===== config.mk =====
export PLATFORM = sky130hd
export DESIGN_NAME = stopwatch_controller
export DESIGN_NICKNAME = d
export VERILOG_FILES = /design/src/rtl/stopwatch_controller.sv
export SDC_FILE = /design/constraint.sdc
export NUM_CORES = 1
export LEC_CHECK = 0
export ABC_AREA = 1
export ABC_CLOCK_PERIOD_IN_PS = 2440
export BUFFER_PORTS_ARGS = -buffer_cell sky130_fd_sc_hd__buf_2
export CORE_ASPECT_RATIO = 1.2
export CORE_UTILIZATION = 45
export CTS_CLUSTER_DIAMETER = 80
export DETAILED_ROUTE_END_ITERATION = 6
export PLACE_DENSITY = 0.71
export SLEW_MARGIN = 20
export SYNTH_ARGS = -nofsm -noshare
export SYNTH_HDL_FRONTEND = slang
export SYNTH_SLANG_ARGS = --single-unit

===== constraint.sdc =====
create_clock -name clock -period 2.44 [get_ports clock]
set_clock_uncertainty 0.1 [all_clocks]
set_input_delay 0.122 -clock clock [delete_from_list [all_inputs] [get_ports clock]]
set_output_delay 0.122 -clock clock [all_outputs]
set_load 0.005 [all_outputs]

===== src/rtl/stopwatch_controller.sv =====
// Stopwatch control FSM: turns start/stop and lap/reset button edges into time-counter
// control, a lap-freezable display copy of the live time, and a saturating lap count.
module stopwatch_controller #(
  parameter int MAX_MINUTES = 59
) (
  input  logic       clock,
  input  logic       reset,
  input  logic       start_stop,
  input  logic       lap_reset,
  input  logic [5:0] minutes,
  input  logic [5:0] seconds,
  output logic       counter_reset,
  output logic       hold_clock,
  output logic [5:0] display_minutes,
  output logic [5:0] display_seconds,
  output logic [3:0] lap_count,
  output logic [2:0] state
);

  typedef enum logic [2:0] {
    IDLE    = 3'd0,
    RUNNING = 3'd1,
    PAUSED  = 3'd2,
    LAP     = 3'd3,
    DONE    = 3'd4
  } state_t;

  state_t cur_state;
  state_t nxt_state;
  logic   ss_prev;
  logic   lr_prev;
  logic   ss_edge;
  logic   lr_edge;
  logic   at_limit;

  // A simultaneous lap_reset edge is discarded in favour of start_stop.
  assign ss_edge  = start_stop & ~ss_prev;
  assign lr_edge  = lap_reset & ~lr_prev & ~ss_edge;
  assign at_limit = (minutes == 6'(MAX_MINUTES)) && (seconds == 6'd59);

  always_comb begin
    nxt_state = cur_state;
    case (cur_state)
      IDLE: begin
        if (ss_edge) nxt_state = RUNNING;
      end
      RUNNING: begin
        if (at_limit)     nxt_state = DONE;
        else if (ss_edge) nxt_state = PAUSED;
        else if (lr_edge) nxt_state = LAP;
      end
      PAUSED: begin
        if (ss_edge)      nxt_state = RUNNING;
        else if (lr_edge) nxt_state = IDLE;
      end
      LAP: begin
        if (at_limit)     nxt_state = DONE;
        else if (ss_edge) nxt_state = PAUSED;
        else if (lr_edge) nxt_state = RUNNING;
      end
      DONE: begin
        if (lr_edge) nxt_state = IDLE;
      end
      default: nxt_state = IDLE;
    endcase
  end

  // Edge-detect history follows the buttons even during reset, so a button
  // held across reset release is not seen as a new press.
  always_ff @(posedge clock) begin
    ss_prev <= start_stop;
    lr_prev <= lap_reset;
    if (reset) begin
      cur_state       <= IDLE;
      counter_reset   <= 1'b1;
      hold_clock      <= 1'b1;
      display_minutes <= 6'd0;
      display_seconds <= 6'd0;
      lap_count       <= 4'd0;
    end else begin
      cur_state     <= nxt_state;
      counter_reset <= (nxt_state == IDLE);
      hold_clock    <= (nxt_state != RUNNING) && (nxt_state != LAP);
      if (nxt_state == IDLE && cur_state != IDLE) begin
        display_minutes <= 6'd0;
        display_seconds <= 6'd0;
      end else if (!(cur_state == LAP && nxt_state == LAP)) begin
        display_minutes <= minutes;
        display_seconds <= seconds;
      end
      if (nxt_state == IDLE) begin
        lap_count <= 4'd0;
      end else if (cur_state == RUNNING && nxt_state == LAP && lap_count != 4'd15) begin
        lap_count <= lap_count + 4'd1;
      end
    end
  end

  assign state = cur_state;

endmodule

==> impl_metrics.yaml <==
yosys:
  yosysSeqAreaShare_pct: 36.0
  synth_nets: 210
  synth_area_per_cell_um2: 6.62
  netlist_instances: 193
  synth_top_area_share_pct: 36.0
  synth_area_um2: 1280
  muxShareOfSynthArea_pct: 0
  ys_ff_latch: 23
  yosysUniqueCellTypes: 24
  synth-edff-count: 0
  post-synth-top-count-cell: "nand2_1"
  synth_warnings: 0
  synth_commonest_cells: "nand2_1, inv_1, dfxtp_1"
  yosysTopAreaCell: "dfxtp_1"
  synthArstFlopShare_pct: 0
  synth_top_family_by_area: "simple AND/OR/NAND/NOR gates"
  synthAdderAreaFrac_pct: 0.979
  synth_xor_xnor_area_share_pct: 1.37
  ys.flop_type: "dfxtp_1"
  synth-compound-area-share_pct: 3.23
  synth_area_leaders: "dfxtp_1, nand2_1, nand4_1, inv_1, nor2_1"
  yosys.area_share.simple_pct: 45.1
clocking:
  ctsHtreeMaxLevel: 1
  cts_setup_buffers: 0
  clock_sinks: 23
  cts.repair.resized: 0
  cts.path.max_buffers: 2
  cts_buffers: 3
  root_buffer: "clkbuf_4"
  cts_tree: "yes"
  clk_pin_slew_ns: 0.12
  clock_latency_ns: 0.30
power:
  p_leak_uw: 0.000907
  power.density_nw_per_um2: 518
  ir_worst_vdd_mv: 0.375
global_routing:
  antenna_found_initial: 0
  grtUsageTotal_pct: 19.3
  grt_pass1_vias: 1112
  grt_pass1_wl_mm: 4.63
  globalRouteOverflowTotal: 0
  grt_max_degree: 20
floorplanning:
  coreArea_um2: 2600
  ioPinCount: 37
  die_x_um: 50.6
  rows: 20
  start_util_pct: 49.1
  die_h_um: 60.4
  dieArea_um2: 3060
sta:
  final_hold_viol_count: 0
  slew_violations: 0
  rsz0062_at_grt: "false"
  timing.final.ws_setup_ns: 0.491
  worst_slew_pin_slew_ns: 0.410
  setup_tns_ns: 0
  setup_viol: 0
  period_share_pct: 79.9
  slew_headroom_pct: 72.6
  fmax_ghz: 0.513
  period_needed_ns: 1.95
routing:
  drt-met1-wl_mm: 1.26
  vias_per_cell: 4.76
  num_vias: 1275
  drtAntennaViolNets: 0
  dr_wl_met3_um: 125
  wl_met2_mm: 1.20
  drt_first_pass_iters: 4
  post_drt_wl_per_cell_um: 9.72
  routed_wl_mm: 2.61
  route.detailed.drc: 0
  highest_layer: "met4"
  drt_iter0_drc: 29
worst_setup_path:
  r2r_cells: 10
  crit_arrival_ns: 2.07
  start_kind: "primary input"
  critPathCaptureType: "register"
  worstPathRequired_ns: 2.56
  cp_max_fo: 19
  path_class: "primary input to register"
finish:
  diodes: 0
  fin_nets: 253
  drive_above_1_share_pct: 24.3
  seq_area_um2: 460
  fillCellCount: 275
  multi_input_area_um2: 647
  area_growth_pct: 21.2
placement:
  hpwl_mm: 2.00
  port_buffers: 36
  place_ws_ns: 0.635
  place.gp.congestion: 0.822
min_path:
  hold_class: "primary input to register"
  min_path_cells: 5
status:
  status: "completed"
flow_run:
  cap_viol_max_count: 0
[report_power, final]
group          internal, µW  total (µW)  switching, µW
sequential              410         428           18.6
combinational          76.0         201            125
clock                  61.1         173            112
[logic make-up (layout without fill, tap and decap cells)]
kind of cell / Yosys count / after routing
AO/OA/AOI/OAI: 8 / 8
XOR/XNOR: 2 / 2
adder cells (fa/ha/maj): 1 / 1
buffers and inverters: 38 / 80
flip-flops: 23 / 23
AND/OR/NAND/NOR: 121 / 121
[layer usage]
layer | global-route usage, % | vias to the layer above
met5 | 0 | -
met4 | 4.76 | 0
met3 | 2.26 | 4
met2 | 34.3 | 40
met1 | 25.1 | 548
li1 | - | 683
[cells in the final DEF, fill, tap and decap left out]
cell           count
nand2_1           70
buf_2             36
inv_1             28
dfxtp_1           23
nand4_1           17
nor2_1            16
nand3_1            6
a21oi_1            6
dlygate4sd3_1      6
inv_2              5
nand2_2            3
clkbuf_4           3
nor2_2             2
nor2_4             2
nand3b_1           1
nand2_4            1
nand4_4            1
nand3_2            1
o21ai_0            1
nand4_2            1
a31oi_1            1
xnor2_1            1
xor2_1             1
ha_1               1
clkinv_2           1
buf_4              1
[final timing paths]
kind                     start                  to  slack (ns)
setup / recovery     lap_reset  display_minutes[3]        0.49
hold / removal      minutes[5]  display_minutes[5]       0.008
setup reg to reg       lr_prev  display_minutes[3]        0.62
hold reg to reg   lap_count[1]        lap_count[1]        0.41
[critical path, cell delays in order]
cell	delay, ns
dlygate4sd3_1	0.52
buf_2	0.11
inv_1	0.04
nor2_1	0.15
nand2_1	0.13
nand2_1	0.07
nand2_1	0.05
nand2_2	0.07
nand2_4	0.14
nand2_2	0.12
nand4_2	0.30
nand2_1	0.18
inv_1	0.04
[area by class of cell]
| type | instances | share of cell area [%] |
|---|---|---|
| Multi-Input combinational cell | 132 | 41.8 |
| Sequential cell | 23 | 29.7 |
| Timing Repair Buffer | 43 | 16.0 |
| Inverter | 33 | 8.00 |
| Tap cell | 33 | 2.67 |
| Clock buffer | 3 | 1.46 |
| Clock inverter | 1 | 0.323 |
[sequential cells by signal, indices dropped and copies added (netlist names)]
| name | cells |
|---|---|
| ss_prev | 1 |
| counter_reset | 1 |
| display_seconds | 6 |
| display_minutes | 6 |
| hold_clock | 1 |
| lap_count | 4 |
| lr_prev | 1 |
| state | 3 |
[metrics by stage]
step	utilization (%)	std cells	cell area, µm²	hold WS (ns)	total power, µW
2_1_floorplan	-	193	1280	0.0497	572
3_3_place_gp	56.1	258	1460	0.154	630
3_5_place_dp	56.1	258	1460	0.159	632
4_1_cts	59.5	268	1550	0.000979	812
5_1_grt	59.5	268	1550	0.00610	861
6_report	59.5	268	1550	0.00832	802
[repair_timing]
action                                  4_1_cts  5_1_grt
endpoints found under the setup margin        0        0
hold endpoints to repair                      6        0
hold buffers                                  6        0
Note: power is estimated with default switching activity, not from simulation.
